[src/rtl/cam_pixel_capture_pkg.sv]
// Shared types and constants for the camera pixel capture path.
package cam_pixel_capture_pkg;

    localparam int LINE_PIXELS_DEF = 640;
    localparam int FRAME_LINES_DEF = 480;

    // RGB565 field positions within the assembled pixel
    localparam int RGB_R_MSB = 15;
    localparam int RGB_R_LSB = 11;
    localparam int RGB_G_MSB = 10;
    localparam int RGB_G_LSB = 5;
    localparam int RGB_B_MSB = 4;
    localparam int RGB_B_LSB = 0;

    typedef enum logic [1:0] {
        WAIT_VSYNC = 2'd0,
        IN_VSYNC   = 2'd1,
        WAIT_LINE  = 2'd2,
        CAPTURE    = 2'd3
    } cap_state_e;

endpackage

[src/rtl/cam_byte_pairer.sv]
// Tracks even/odd byte phase and assembles two camera bytes into one RGB565 pixel.
module cam_byte_pairer
    import cam_pixel_capture_pkg::*;
(
    input  logic        clk,
    input  logic        reset,
    input  logic        clear,
    input  logic        byte_en,
    input  logic [7:0]  byte_in,
    output logic        pair_done,
    output logic        odd_pending,
    output logic        pix_valid,
    output logic [15:0] pix_data
);

    logic        odd_q, odd_d;
    logic        valid_q, valid_d;
    logic [15:0] data_q, data_d;

    always_comb begin
        odd_d     = odd_q;
        data_d    = data_q;
        valid_d   = 1'b0;
        pair_done = 1'b0;
        if (clear) begin
            odd_d = 1'b0;
        end else if (byte_en) begin
            if (!odd_q) begin
                data_d[RGB_R_MSB:RGB_R_LSB]   = byte_in[7:3];
                data_d[RGB_G_MSB:RGB_G_MSB-2] = byte_in[2:0];
                odd_d = 1'b1;
            end else begin
                data_d[RGB_G_LSB+2:RGB_G_LSB] = byte_in[7:5];
                data_d[RGB_B_MSB:RGB_B_LSB]   = byte_in[4:0];
                valid_d   = 1'b1;
                odd_d     = 1'b0;
                pair_done = 1'b1;
            end
        end
    end

    always_ff @(posedge clk) begin
        if (reset) begin
            odd_q   <= 1'b0;
            valid_q <= 1'b0;
            data_q  <= '0;
        end else begin
            odd_q   <= odd_d;
            valid_q <= valid_d;
            data_q  <= data_d;
        end
    end

    assign odd_pending = odd_q;
    assign pix_valid   = valid_q;
    assign pix_data    = data_q;

endmodule

[src/rtl/cam_pixel_capture.sv]
// Camera line capture: frame/line sequencing and ping-pong line buffer control.
// state      | meaning
// WAIT_VSYNC | idle until a frame sync; lines are ignored
// IN_VSYNC   | frame sync high; next low edge opens the frame
// WAIT_LINE  | frame open, waiting for HREF
// CAPTURE    | bytes of one line being accepted
module cam_pixel_capture
    import cam_pixel_capture_pkg::*;
#(
    parameter int LINE_PIXELS = LINE_PIXELS_DEF,
    parameter int FRAME_LINES = FRAME_LINES_DEF
) (
    input  logic        camPCLK,
    input  logic        reset,
    input  logic        camVSYNC,
    input  logic        HREF,
    input  logic [7:0]  pixData,
    output logic [15:0] pixOutput,
    output logic        pixValid,
    output logic [9:0]  pixAddr,
    output logic        writeBuff1,
    output logic        writeBuff2,
    output logic        buffClear1,
    output logic        buffClear2,
    output logic        lineReady,
    output logic        lineBuff,
    output logic [8:0]  lineCount,
    output logic        frameDone,
    output logic        lineError
);

    localparam logic [10:0] LINE_PIX_N    = 11'(LINE_PIXELS);
    localparam logic [8:0]  FRAME_LINES_N = 9'(FRAME_LINES);

    cap_state_e  state_q, state_d;
    logic        sel_q, sel_d;
    logic [10:0] pix_cnt_q, pix_cnt_d;
    logic [9:0]  pix_addr_q, pix_addr_d;
    logic [8:0]  line_cnt_q, line_cnt_d;
    logic        ready_q, ready_d;
    logic        line_buff_q, line_buff_d;
    logic        done_q, done_d;
    logic        clr1_q, clr1_d;
    logic        clr2_q, clr2_d;
    logic        err_q, err_d;
    logic        vsync_q, vsync_d;

    logic        vsync_rise, line_active, overflow, byte_en, line_end, commit;
    logic        pair_done, odd_pending, pix_valid;
    logic [15:0] pix_data;

    assign vsync_rise  = camVSYNC & ~vsync_q;
    assign line_active = (state_q == WAIT_LINE) || (state_q == CAPTURE);
    assign overflow    = (pix_cnt_q == LINE_PIX_N);
    assign byte_en     = !camVSYNC && HREF && line_active && !overflow;
    assign line_end    = !camVSYNC && !HREF && (state_q == CAPTURE);
    // extra bytes past a full line are dropped, so a full line still ends on an even phase
    assign commit      = line_end && overflow && !odd_pending;

    cam_byte_pairer u_pairer (
        .clk        (camPCLK),
        .reset      (reset),
        .clear      (camVSYNC | line_end),
        .byte_en    (byte_en),
        .byte_in    (pixData),
        .pair_done  (pair_done),
        .odd_pending(odd_pending),
        .pix_valid  (pix_valid),
        .pix_data   (pix_data)
    );

    always_comb begin
        state_d     = state_q;
        sel_d       = sel_q;
        line_cnt_d  = line_cnt_q;
        line_buff_d = line_buff_q;
        pix_addr_d  = pix_addr_q;
        ready_d     = 1'b0;
        done_d      = 1'b0;
        clr1_d      = 1'b0;
        clr2_d      = 1'b0;
        err_d       = err_q;
        vsync_d     = camVSYNC;
        pix_cnt_d   = '0;

        if (state_q == CAPTURE && !camVSYNC && HREF) begin
            pix_cnt_d = pix_cnt_q + {10'd0, pair_done};
        end
        if (pair_done) begin
            pix_addr_d = pix_cnt_q[9:0];
        end

        if (vsync_rise)                                       err_d = 1'b0;
        if (camVSYNC && state_q == CAPTURE)                   err_d = 1'b1;
        if (!camVSYNC && HREF && state_q == CAPTURE && overflow) err_d = 1'b1;
        if (line_end && !commit)                              err_d = 1'b1;

        if (camVSYNC) begin
            state_d = IN_VSYNC;
        end else begin
            case (state_q)
                WAIT_VSYNC: ;
                IN_VSYNC: begin
                    state_d    = WAIT_LINE;
                    line_cnt_d = '0;
                    clr1_d     = !sel_q;
                    clr2_d     = sel_q;
                end
                WAIT_LINE: begin
                    if (HREF) state_d = CAPTURE;
                end
                CAPTURE: begin
                    if (!HREF) begin
                        state_d = WAIT_LINE;
                        if (commit) begin
                            ready_d     = 1'b1;
                            line_buff_d = sel_q;
                            sel_d       = !sel_q;
                            clr1_d      = sel_q;
                            clr2_d      = !sel_q;
                            line_cnt_d  = line_cnt_q + 9'd1;
                            if (line_cnt_q + 9'd1 == FRAME_LINES_N) begin
                                done_d  = 1'b1;
                                state_d = WAIT_VSYNC;
                            end
                        end
                    end
                end
                default: state_d = WAIT_VSYNC;
            endcase
        end
    end

    always_ff @(posedge camPCLK) begin
        if (reset) begin
            state_q     <= WAIT_VSYNC;
            sel_q       <= 1'b0;
            pix_cnt_q   <= '0;
            pix_addr_q  <= '0;
            line_cnt_q  <= '0;
            ready_q     <= 1'b0;
            line_buff_q <= 1'b0;
            done_q      <= 1'b0;
            clr1_q      <= 1'b0;
            clr2_q      <= 1'b0;
            err_q       <= 1'b0;
            vsync_q     <= 1'b0;
        end else begin
            state_q     <= state_d;
            sel_q       <= sel_d;
            pix_cnt_q   <= pix_cnt_d;
            pix_addr_q  <= pix_addr_d;
            line_cnt_q  <= line_cnt_d;
            ready_q     <= ready_d;
            line_buff_q <= line_buff_d;
            done_q      <= done_d;
            clr1_q      <= clr1_d;
            clr2_q      <= clr2_d;
            err_q       <= err_d;
            vsync_q     <= vsync_d;
        end
    end

    assign pixOutput  = pix_data;
    assign pixValid   = pix_valid;
    assign pixAddr    = pix_addr_q;
    assign writeBuff1 = pix_valid & ~sel_q;
    assign writeBuff2 = pix_valid & sel_q;
    assign buffClear1 = clr1_q;
    assign buffClear2 = clr2_q;
    assign lineReady  = ready_q;
    assign lineBuff   = line_buff_q;
    assign lineCount  = line_cnt_q;
    assign frameDone  = done_q;
    assign lineError  = err_q;

endmodule
[config.mk]
export PLATFORM = sky130hd
export DESIGN_NAME = cam_pixel_capture
export DESIGN_NICKNAME = d
export VERILOG_FILES = /design/src/rtl/cam_pixel_capture_pkg.sv /design/src/rtl/cam_byte_pairer.sv /design/src/rtl/cam_pixel_capture.sv
export SDC_FILE = /design/constraint.sdc
export NUM_CORES = 1
export LEC_CHECK = 0
export ABC_AREA = 1
export BUFFER_PORTS_ARGS = -buffer_cell sky130_fd_sc_hd__buf_2
export CORE_MARGIN = 2
export CORE_UTILIZATION = 56
export CTS_BUF_LIST = sky130_fd_sc_hd__clkbuf_2
export DETAILED_ROUTE_END_ITERATION = 7
export PLACE_DENSITY = 0.81
export SETUP_SLACK_MARGIN = 0.3
export SYNTH_ARGS = -nofsm -noshare
export SYNTH_HDL_FRONTEND = slang
export SYNTH_SLANG_ARGS = --single-unit
export TNS_END_PERCENT = 30
[constraint.sdc]
create_clock -name camPCLK -period 3 [get_ports camPCLK]
set_input_delay 0.6 -clock camPCLK [delete_from_list [all_inputs] [get_ports camPCLK]]
set_output_delay 0.6 -clock camPCLK [all_outputs]
set_load 0.02 [all_outputs]
==> results of run 1 <==
[cell type report]
class	instances	area, sq um	area share
clock buffers	11	55.1	0.0181
inverters	56	210	0.0691
repair buffers	58	298	0.0979
multi-input cells	276	1230	0.404
flip-flops and latches	58	1160	0.382
well taps	54	67.6	0.0222
clock inverters	5	21.3	0.00700
[worst max-delay path, cell delays in order, from the launching register on]
cell and delay [ps]:
dfxtp_1 440, inv_1 130, nand2_1 80, nor2_1 50, nand3_2 110, nand2_2 80
inv_2 70, nand2_2 50, inv_1 80, ha_1 180, ha_1 240, nand2_1 100
nor3_1 200, nand2_1 90, o21ai_0 150, a21oi_1 60
[routing by layer]
metal,global-route usage,wire [um]
met5,0,0
met2,0.365,2660
met4,0.113,95
met1,0.307,2700
met3,0.0539,311
[power by group through the flow]
stage	clock network [W]	registers, W	logic (W)
2_1_floorplan	0	0.000797	0.0000171
3_3_place_gp	0	0.000794	0.0000380
3_5_place_dp	0	0.000795	0.0000392
4_1_cts	0.000384	0.000778	0.0000392
5_1_grt	0.000414	0.000779	0.0000434
6_report	0.000371	0.000778	0.0000389
[stage by stage]
step	util	worst slack [ps]	power [W]
finish	0.652	791	0.00119
global route	0.652	537	0.00124
CTS	0.652	809	0.00120
detailed placement	0.636	669	0.000834
global placement	0.636	777	0.000833
floorplan	-	736	0.000814
[cells in the mapped netlist (all sizes together)]
| cell | count | area, sq um |
|---|---|---|
| nand3 | 28 | 145 |
| nor2 | 87 | 329 |
| inv | 56 | 210 |
| o21bai | 1 | 7.51 |
| xor2 | 1 | 8.76 |
| nor3 | 6 | 35.0 |
| o21ai | 18 | 90.1 |
| nand4 | 7 | 43.8 |
| nor3b | 1 | 7.51 |
| dfxtp | 58 | 1160 |
| a21oi | 22 | 110 |
| clkbuf | 5 | 18.8 |
| nand3b | 2 | 15.0 |
| nand2 | 98 | 373 |
| buf | 7 | 53.8 |
| ha | 5 | 62.6 |
[final timing paths]
path / to / slack (ps)
worst max-delay path: pix_cnt_q[8]$_SDFF_PP0_ / 790
worst min-delay path: u_pairer.pix_data[15]$_SDFFE_PP0P_ / 370
worst max register to register: pix_cnt_q[8]$_SDFF_PP0_ / 790
worst min register to register: lineBuff$_SDFFE_PP0P_ / 480
[sequential cells by signal (all words and copies together), names as in the netlist, 2 cells and up]
register	flops
pixAddr	10
state_q	2
u_pairer.pix_data	16
pix_cnt_q	11
lineCount	9
[logic make-up after synthesis]
logic type | synth area share
adder cells (fa/ha/maj) | 0.0234
buffers and inverters | 0.106
flip-flops | 0.435
XOR/XNOR | 0.00328
AO/OA/AOI/OAI | 0.0778
AND/OR/NAND/NOR | 0.355
==> flow_summary_export.csv, run 1 <==
group,metric,value,unit
outcome,status,"completed",
pwr,power.density,391,mW/mm^2
min_path,hp-class,"in -> reg",
pwr,power.static_leakage,1.56,nW
sta,final_hold_viol_count,0,
clocking,post_cts_buffers,0,
route,drtAntennaViolNets,0,
global_route,grt_usage,0.235,
global_route,grt_antenna_before_repair,0,
cells_and_area,stdcell_area,0.00304,sq mm
synthesis,synth_area,0.00267,sq mm
place,place_area,0.00296,sq mm
cells_and_area,fillers,448,
sta,tightest_slew,612,ps
place,port_buffers,55,
route,routed_via_density,5.05,
global_route,grt-ovfl-total,0,
clocking,cts_tree,"yes",
critical_path,ff2ff_path_depth,15,
sta,setup_viol,0,
cells_and_area,layout.cells.non_filler,518,
floorplanning,core_region_area,0.00466,sq mm
cells_and_area,layout_commonest_cell,"nand2_1",
route,dr.pass1.iters,4,
pwr,power.share.sequential,0.655,
synthesis,syn_nets,419,
synthesis,ys_warn_count,0,
sta,post-route-period-util,0.736,
floorplanning,ioPinCount,56,
route,drc,0,
critical_path,worstSetupStartpointType,"flip-flop",
critical_path,critical_path_arrival,2570,ps
route,route.vias.total,2615,
pwr,p_clk_frac,0.312,
cells_and_area,diodes,0,
critical_path,cp_max_fo,6,
sta,max-slew-margin-rel,0.591,
synthesis,ys_seq_elements,58,
cells_and_area,syn_to_final_growth,13.8,%
pwr,ir_worst_vdd,287,uV
clocking,cts_buffers,9,
sta,holdWs,368,ps
floorplanning,rows,25,
sta,fmax,453,MHz
clocking,path_clk_slew,150,ps
global_route,grt_max_degree,38,
critical_path,cp-startpoint,"pix_cnt_q[4]$_SDFF_PP0_",
place,dp_cells,502,
sta,setup-tns-final,0,ps
critical_path,worstPathRequired,3360,ps
pwr,combPwrFrac,0.033,
pwr,power.switching_fraction,0.249,
synthesis,ys_seq_area_frac,0.435,
cells_and_area,finalNetCount,476,
floorplanning,die_w,73.1,um
sta,rsz0062_at_grt,"no",
route,wire_per_inst,11.1,um
run,cap_violations,0,
global_route,grt_pass1_wl,9800,um
clocking,clock-root-buffer,"clkbuf_2",
clocking,clock_latency,460,ps
synthesis,synthCells,402,
pwr,intPower,0.000893,W
sta,fin_crit,2210,ps
global_route,grt_pass1_vias,2289,
floorplanning,dieArea,0.00534,sq mm
synthesis,syn_area_per_cell,6.65,sq um
critical_path,r2r-start,"pix_cnt_q[4]$_SDFF_PP0_",
place,globalplace.congestion,0.893,
route,wl,5770,um
critical_path,critPathKind,"reg -> reg",
cells_and_area,drive_gt1_frac,0.168,
min_path,min_from,"pixData[7]",
clocking,cts_buffer_depth,2,
sta,slew_viol_final,0,
min_path,hold_depth,3,
clocking,postCtsResizedCells,0,
critical_path,crit_path_end_kind,"flip-flop",
floorplanning,initial_core_util,0.573,
place,dpl.hpwl,4070,um
clocking,clock_sinks,58,
route,drtIter0Drc,146,
synthesis,ys_types,22,
floorplanning,die_y,73.1,um
sta,finalClockSkew,9.74,ps
clocking,cts_hold_buf,0,
cells_and_area,final_cell_mix,"nand2_1 (96), nor2_1 (86), dfxtp_1 (58), buf_2 (55), inv_1 (54)",
clocking,cts_htree_levels,3,
pwr,p_sw,0.000296,W
(Power assumes the default switching activity.)
==> run 2, diff against run 1 <==
--- a/config.mk
+++ b/config.mk
@@ -5,10 +5,10 @@
 export SDC_FILE = /design/constraint.sdc
 export NUM_CORES = 1
 export LEC_CHECK = 0
-export ABC_AREA = 1
+export ABC_AREA = 0
 export BUFFER_PORTS_ARGS = -buffer_cell sky130_fd_sc_hd__buf_2
 export CORE_MARGIN = 2
-export CORE_UTILIZATION = 56
+export CORE_UTILIZATION = 55
 export CTS_BUF_LIST = sky130_fd_sc_hd__clkbuf_2
 export DETAILED_ROUTE_END_ITERATION = 7
 export PLACE_DENSITY = 0.81
==> constraint.sdc (replaced) <==
create_clock -name camPCLK -period 2.3 [get_ports camPCLK]
set_input_delay 0.46 -clock camPCLK [delete_from_list [all_inputs] [get_ports camPCLK]]
set_output_delay 0.46 -clock camPCLK [all_outputs]
set_load 0.02 [all_outputs]
==> run 2 against run 1 <==
Against the previous run: die area down 6.0%; total power up 31%; cell count fell by 24%; critical path depth down 5; largest cell class unchanged; largest power group unchanged; highest routed layer unchanged.
==> flow_summary_export.csv, run 2 <==
group,metric,value,unit
sta,final_hold_viol_count,0,
global_route,grt_usage,0.209,
synthesis,synth-edff-count,0,
critical_path,r2r_setup_slack,300,ps
outcome,status,"completed",
clocking,cts_buffers,9,
pwr,power.static_leakage,1.17,nW
min_path,hold_depth,3,
critical_path,ff2ff_path_depth,10,
cells_and_area,multiInputGateArea,0.00125,sq mm
critical_path,critPathMaxStageDelay,460,ps
pwr,combPwrFrac,0.030,
sta,setup_viol,0,
critical_path,critPathKind,"reg -> reg",
route,routed_via_density,5.37,
cells_and_area,diodes,0,
floorplanning,initial_core_util,0.568,
synthesis,synthMostInstantiatedCell,"dfxtp_1",
cells_and_area,layout_commonest_cell,"buf_2",
synthesis,ys_warn_count,0,
clocking,clock_latency,470,ps
place,dpl.hpwl,3510,um
pwr,intPower,0.00116,W
route,wl,4980,um
critical_path,cp_slowest_cell,"dfxtp_1",
sta,tightest_slew,367,ps
global_route,grt_pass1_vias,1878,
pwr,p_sw,0.000398,W
min_path,hp-class,"in -> reg",
critical_path,path_buf_inv,1,
floorplanning,ioPinCount,56,
clocking,post_cts_buffers,0,
critical_path,path_cells,"and4bb_2, nand3_4, nand3_4, clkinv_4, ha_2, ha_2, and3_4, nand3_2, xor2_1, nor2_1",
clocking,clock_sinks,58,
clocking,clock-root-buffer,"clkbuf_2",
global_route,grt_max_degree,28,
pwr,ir_worst_vdd,403,uV
sta,holdWs,211,ps
clocking,cts_htree_levels,3,
cells_and_area,finalNetCount,355,
global_route,grt-ovfl-total,0,
floorplanning,core_region_area,0.00432,sq mm
route,drc,0,
sta,fin_crit,2000,ps
route,drtIter0Drc,113,
floorplanning,die_y,70.8,um
synthesis,synth_top_area_share,0.473,
sta,max-slew-margin-rel,0.756,
synthesis,ys_seq_elements,58,
cells_and_area,largest_reg_flops,16,
clocking,cts_tree,"yes",
synthesis,synth_area,0.00246,sq mm
critical_path,worstPathRequired,2630,ps
sta,setup-tns-final,0,ps
run,cap_violations,0,
sta,slew_viol_final,0,
pwr,power.switching_fraction,0.255,
pwr,power.density,539,mW/mm^2
clocking,cts_hold_buf,0,
critical_path,r2r-end,"pix_cnt_q[8]$_SDFF_PP0_",
pwr,power.share.sequential,0.649,
sta,post-route-period-util,0.870,
clocking,path_clk_slew,180,ps
synthesis,yosys.area.top_type,"dfxtp_1",
critical_path,r2r-start,"pix_cnt_q[9]$_SDFF_PP0_",
cells_and_area,fillers,370,
cells_and_area,register_area,0.00117,sq mm
min_path,hold_end,"u_pairer.pix_data[2]$_SDFFE_PP0P_",
clocking,cts_buffer_depth,2,
synthesis,syn_area_per_cell,8.71,sq um
sta,fmax,500,MHz
synthesis,synth_area_leaders,"dfxtp_1 (47%), nand2_1 (7.9%), a21oi_1 (5.3%), nor2_1 (4.4%), mux2i_1 (4.1%)",
floorplanning,die_w,70.8,um
critical_path,critical_path_arrival,2330,ps
critical_path,path_depth,10,
critical_path,crit_path_end_kind,"flip-flop",
cells_and_area,drive_gt1_frac,0.300,
synthesis,synthCells,282,
place,globalplace.congestion,0.824,
route,route.vias.total,2121,
critical_path,cp_top_family,"simple AND/OR/NAND/NOR gates",
route,drtAntennaViolNets,0,
floorplanning,dieArea,0.00502,sq mm
route,dr.pass1.iters,5,
min_path,min_from,"pixData[2]",
cells_and_area,syn_to_final_growth,17.9,%
sta,rsz0062_at_grt,"yes",
critical_path,cp_max_fo,9,
synthesis,ys_seq_area_frac,0.473,
floorplanning,rows,24,
synthesis,syn_nets,299,
sta,finalClockSkew,33.6,ps
global_route,grt_pass1_wl,8440,um
synthesis,async_flop_share,0,
place,port_buffers,55,
synthesis,ys_types,45,
route,wire_per_inst,12.6,um
synthesis,ys_top_cells_by_count,"dfxtp_1 (58), nand2_1 (52), nor2_1 (29)",
global_route,grt_antenna_before_repair,0,
pwr,p_clk_frac,0.321,
critical_path,worstSetupStartpointType,"flip-flop",
synthesis,yosys_most_used_dff,"dfxtp_1",
cells_and_area,final_cell_mix,"buf_2 (55), nand2_1 (52), dfxtp_1 (50), nor2_1 (29), a21oi_1 (26)",
run 2: cell types whose count changed after synthesis, moves of 7 or more:
cell     change
inv_1       -51
mux2i_1     +10
nand2_1     -44
nand3_1     -10
nor2_1      -57
o21ai_0     -16
xor2_1       +7
run 2: cells by family after synthesis:
family	count (synthesis)	share of synthesized area
buf+inv	18	0.0397
fa+ha+maj	5	0.0255
xor+xnor	13	0.0463
flops	58	0.473
simple gates	134	0.267
compound gates	44	0.108
mux	10	0.0407
run 2: how the worst max path moves through the flow:
stage / start / to
final: pix_cnt_q[9]$_SDFF_PP0_ / pix_cnt_q[8]$_SDFF_PP0_
after global routing: pix_cnt_q[10]$_SDFF_PP0_ / pix_cnt_q[8]$_SDFF_PP0_
after CTS: pix_cnt_q[9]$_SDFF_PP0_ / pix_cnt_q[8]$_SDFF_PP0_
after detailed placement: HREF / pix_cnt_q[10]$_SDFF_PP0_
after global placement: HREF / pix_cnt_q[10]$_SDFF_PP0_
after floorplan: pix_cnt_q[10]$_SDFF_PP0_ / pix_cnt_q[10]$_SDFF_PP0_
run 2: per-layer routing:
metal,vias up,GRT usage,share of wire
li1,1075,-,-
met1,995,0.269,0.46
met2,45,0.333,0.49
met3,6,0.0484,0.045
met4,0,0.0985,0.0064
met5,-,0,0
run 2: through the flow:
step | cells | util | setup slack, ps | area (sq um) | power (W)
2_1_floorplan | 282 | - | 291 | 2530 | 0.00107
3_3_place_gp | 379 | 0.650 | 292 | 2810 | 0.00108
3_5_place_dp | 379 | 0.650 | 218 | 2810 | 0.00108
4_1_cts | 395 | 0.669 | 302 | 2890 | 0.00157
5_1_grt | 395 | 0.670 | 206 | 2900 | 0.00162
6_report | 395 | 0.670 | 298 | 2900 | 0.00156
run 2: what timing repair did:
action | in CTS | in global routing
endpoints found under the hold margin | 0 | 0
gates cloned | 0 | 0
gates resized for setup | 1 | 3
setup endpoints to repair | 3 | 6
run 2: layout make-up:
type,instances,share of cell area
timing repair buffer,59,0.105
clock inverter,6,0.0117
multi-input combinational,206,0.432
tap,52,0.0225
inverter,4,0.00691
clock buffer,10,0.0173
sequential,58,0.404
run 2: power by group through the flow:
stage          clock network [W]   logic, W  registers [W]
3_5_place_dp                   0  0.0000466        0.00104
6_report                0.000501  0.0000470        0.00101
4_1_cts                 0.000513  0.0000468        0.00101
3_3_place_gp                   0  0.0000462        0.00104
2_1_floorplan                  0  0.0000286        0.00104
5_1_grt                 0.000555  0.0000511        0.00102
run 2: worst min-delay path: cells and delay by family:
kind            cells  cell delay, ps
compound gates      1              50
simple gates        1              50
buf+inv             1             110
==> run 3, diff against run 2 <==
--- a/config.mk
+++ b/config.mk
@@ -6,7 +6,7 @@
 export NUM_CORES = 1
 export LEC_CHECK = 0
 export ABC_AREA = 0
-export BUFFER_PORTS_ARGS = -buffer_cell sky130_fd_sc_hd__buf_2
+export BUFFER_PORTS_ARGS = -buffer_cell sky130_fd_sc_hd__buf_4
 export CORE_MARGIN = 2
 export CORE_UTILIZATION = 55
 export CTS_BUF_LIST = sky130_fd_sc_hd__clkbuf_2
==> run 3 against run 2 <==
Against the previous run: sequential power about the same; die area unchanged; non-clock buffer count decreased by 1; wire length increased by 4.5%; critical path depth unchanged; largest cell class unchanged.
==> flow_summary_export.csv, run 3 (synthesis gave the netlist of run 2 again) <==
group,metric,value,unit
route,dr.pass1.iters,5,
floorplanning,initial_core_util,0.568,
cells_and_area,final_cell_mix,"buf_4 (58), nand2_1 (52), dfxtp_1 (51), nor2_1 (29), a21oi_1 (26)",
sta,layout_setup_ws,299,ps
min_path,hold_depth,3,
critical_path,critical_path_arrival,2350,ps
sta,finalClockSkew,22.6,ps
critical_path,crit_path_end_kind,"flip-flop",
clocking,cts_buffers,9,
place,place_area,0.00294,sq mm
route,route.vias.total,2092,
floorplanning,rows,24,
sta,slew_viol_final,0,
global_route,grt_pass1_vias,1950,
min_path,hp-class,"in -> reg",
sta,setup-tns-final,0,ps
clocking,clock-root-buffer,"clkbuf_2",
critical_path,r2r_setup_slack,300,ps
sta,rsz0062_at_grt,"yes",
floorplanning,ioPinCount,56,
pwr,power.switching_fraction,0.245,
clocking,post_cts_buffers,0,
clocking,cts_hold_buf,0,
pwr,ir_worst_vdd,310,uV
route,drc,0,
sta,fin_crit,2000,ps
cells_and_area,syn_to_final_growth,22.9,%
global_route,grt-ovfl-total,0,
clocking,cts_htree_levels,3,
global_route,grt_pass1_wl,8550,um
cells_and_area,layout_commonest_cell,"buf_4",
critical_path,r2r-end,"pix_cnt_q[10]$_SDFF_PP0_",
cells_and_area,finalNetCount,354,
clocking,cts_tree,"yes",
cells_and_area,largest_reg_flops,16,
floorplanning,die_w,70.8,um
min_path,min_from,"pixData[2]",
floorplanning,die_y,70.8,um
global_route,grt_usage,0.212,
run,cap_violations,0,
cells_and_area,fillers,375,
outcome,status,"completed",
cells_and_area,drive_gt1_frac,0.289,
route,wire_per_inst,13.2,um
critical_path,critPathKind,"reg -> reg",
sta,max-slew-margin-rel,0.703,
cells_and_area,multiInputGateArea,0.00125,sq mm
cells_and_area,stdcell_area,0.00302,sq mm
pwr,p_clk_frac,0.312,
clocking,clock_latency,470,ps
sta,holdWs,219,ps
pwr,power.static_leakage,1.17,nW
route,wl,5200,um
floorplanning,core_region_area,0.00432,sq mm
critical_path,r2r-start,"pix_cnt_q[4]$_SDFF_PP0_",
sta,setup_viol,0,
route,routed_via_density,5.31,
floorplanning,dieArea,0.00502,sq mm
clocking,path_clk_slew,160,ps
sta,final_hold_viol_count,0,
place,dpl.hpwl,3600,um
pwr,power.density,514,mW/mm^2
critical_path,ff2ff_path_depth,10,
sta,tightest_slew,445,ps
clocking,postCtsResizedCells,1,
place,port_buffers,55,
pwr,intPower,0.00117,W
pwr,combPwrFrac,0.033,
sta,post-route-period-util,0.870,
pwr,power.share.sequential,0.654,
place,globalplace.congestion,0.858,
clocking,cts_buffer_depth,2,
cells_and_area,diodes,0,
cells_and_area,register_area,0.00117,sq mm
critical_path,cp_max_fo,9,
critical_path,worstPathRequired,2650,ps
route,drtAntennaViolNets,0,
route,drtIter0Drc,116,
global_route,grt_max_degree,46,
sta,fmax,500,MHz
global_route,grt_antenna_before_repair,0,
min_path,hold_end,"u_pairer.pix_data[2]$_SDFFE_PP0P_",
critical_path,worstSetupStartpointType,"flip-flop",
pwr,p_sw,0.000380,W
clocking,clock_sinks,58,
place,dp_worst_setup_slack,253,ps
run 3: cell types whose count changed in the layout (fill, tap and decap cells not counted):
cell and delta:
clkbuf_2 +1, clkinv_1 +2, dfxtp_1 +1, dfxtp_2 -1, clkinv_2 -1, buf_4 +54
clkinvlp_4 -2, buf_2 -55
run 3: final cells by class:
type / count / area share
well taps: 52 / 0.0215
inverters: 4 / 0.00663
multi-input cells: 206 / 0.415
repair buffers: 58 / 0.144
flip-flops and latches: 58 / 0.387
clock inverters: 5 / 0.00705
clock buffers: 11 / 0.0182
run 3: worst max path at each step:
| stage | start | to | slack [ps] | depth (start not counted) |
|---|---|---|---|---|
| detailed placement | HREF | pix_cnt_q[10]$_SDFF_PP0_ | 250 | 11 |
| floorplan | pix_cnt_q[10]$_SDFF_PP0_ | pix_cnt_q[10]$_SDFF_PP0_ | 290 | 11 |
| global route | pix_cnt_q[0]$_SDFF_PP0_ | pix_cnt_q[6]$_SDFF_PP0_ | 210 | 10 |
| CTS | pix_cnt_q[9]$_SDFF_PP0_ | pix_cnt_q[10]$_SDFF_PP0_ | 300 | 10 |
| global placement | HREF | pix_cnt_q[10]$_SDFF_PP0_ | 310 | 11 |
| finish | pix_cnt_q[4]$_SDFF_PP0_ | pix_cnt_q[10]$_SDFF_PP0_ | 300 | 10 |
run 3: worst max-delay path: stages (launching register included):
cell,delay (ps)
dfxtp_2,410
and4bb_2,260
nand3_4,140
nand3_4,100
clkinv_4,60
ha_2,160
ha_2,180
and3_4,220
nand3_1,110
xor2_1,180
nor2_1,50
run 3: per-stage QoR:
step                cells  total power (W)  utilization
finish                394          0.00155        0.698
global route          394          0.00161        0.698
CTS                   394          0.00156        0.698
detailed placement    378          0.00109        0.680
global placement      378          0.00109        0.680
floorplan             282          0.00107            -
run 3: routing by layer:
layer  up-vias  GRT usage  part of all wire
met4         0      0.115             0.019
met1       960      0.258              0.45
li1       1073          -                 -
met3        11     0.0470             0.047
met5         -          0                 0
met2        48      0.349              0.49
run 3: power groups by stage:
stage	clock, W	combinational [W]	sequential (W)
after floorplan	0	0.0000286	0.00104
after global placement	0	0.0000516	0.00104
after detailed placement	0	0.0000516	0.00104
after CTS	0.000498	0.0000518	0.00101
after global routing	0.000533	0.0000560	0.00102
final	0.000484	0.0000515	0.00101
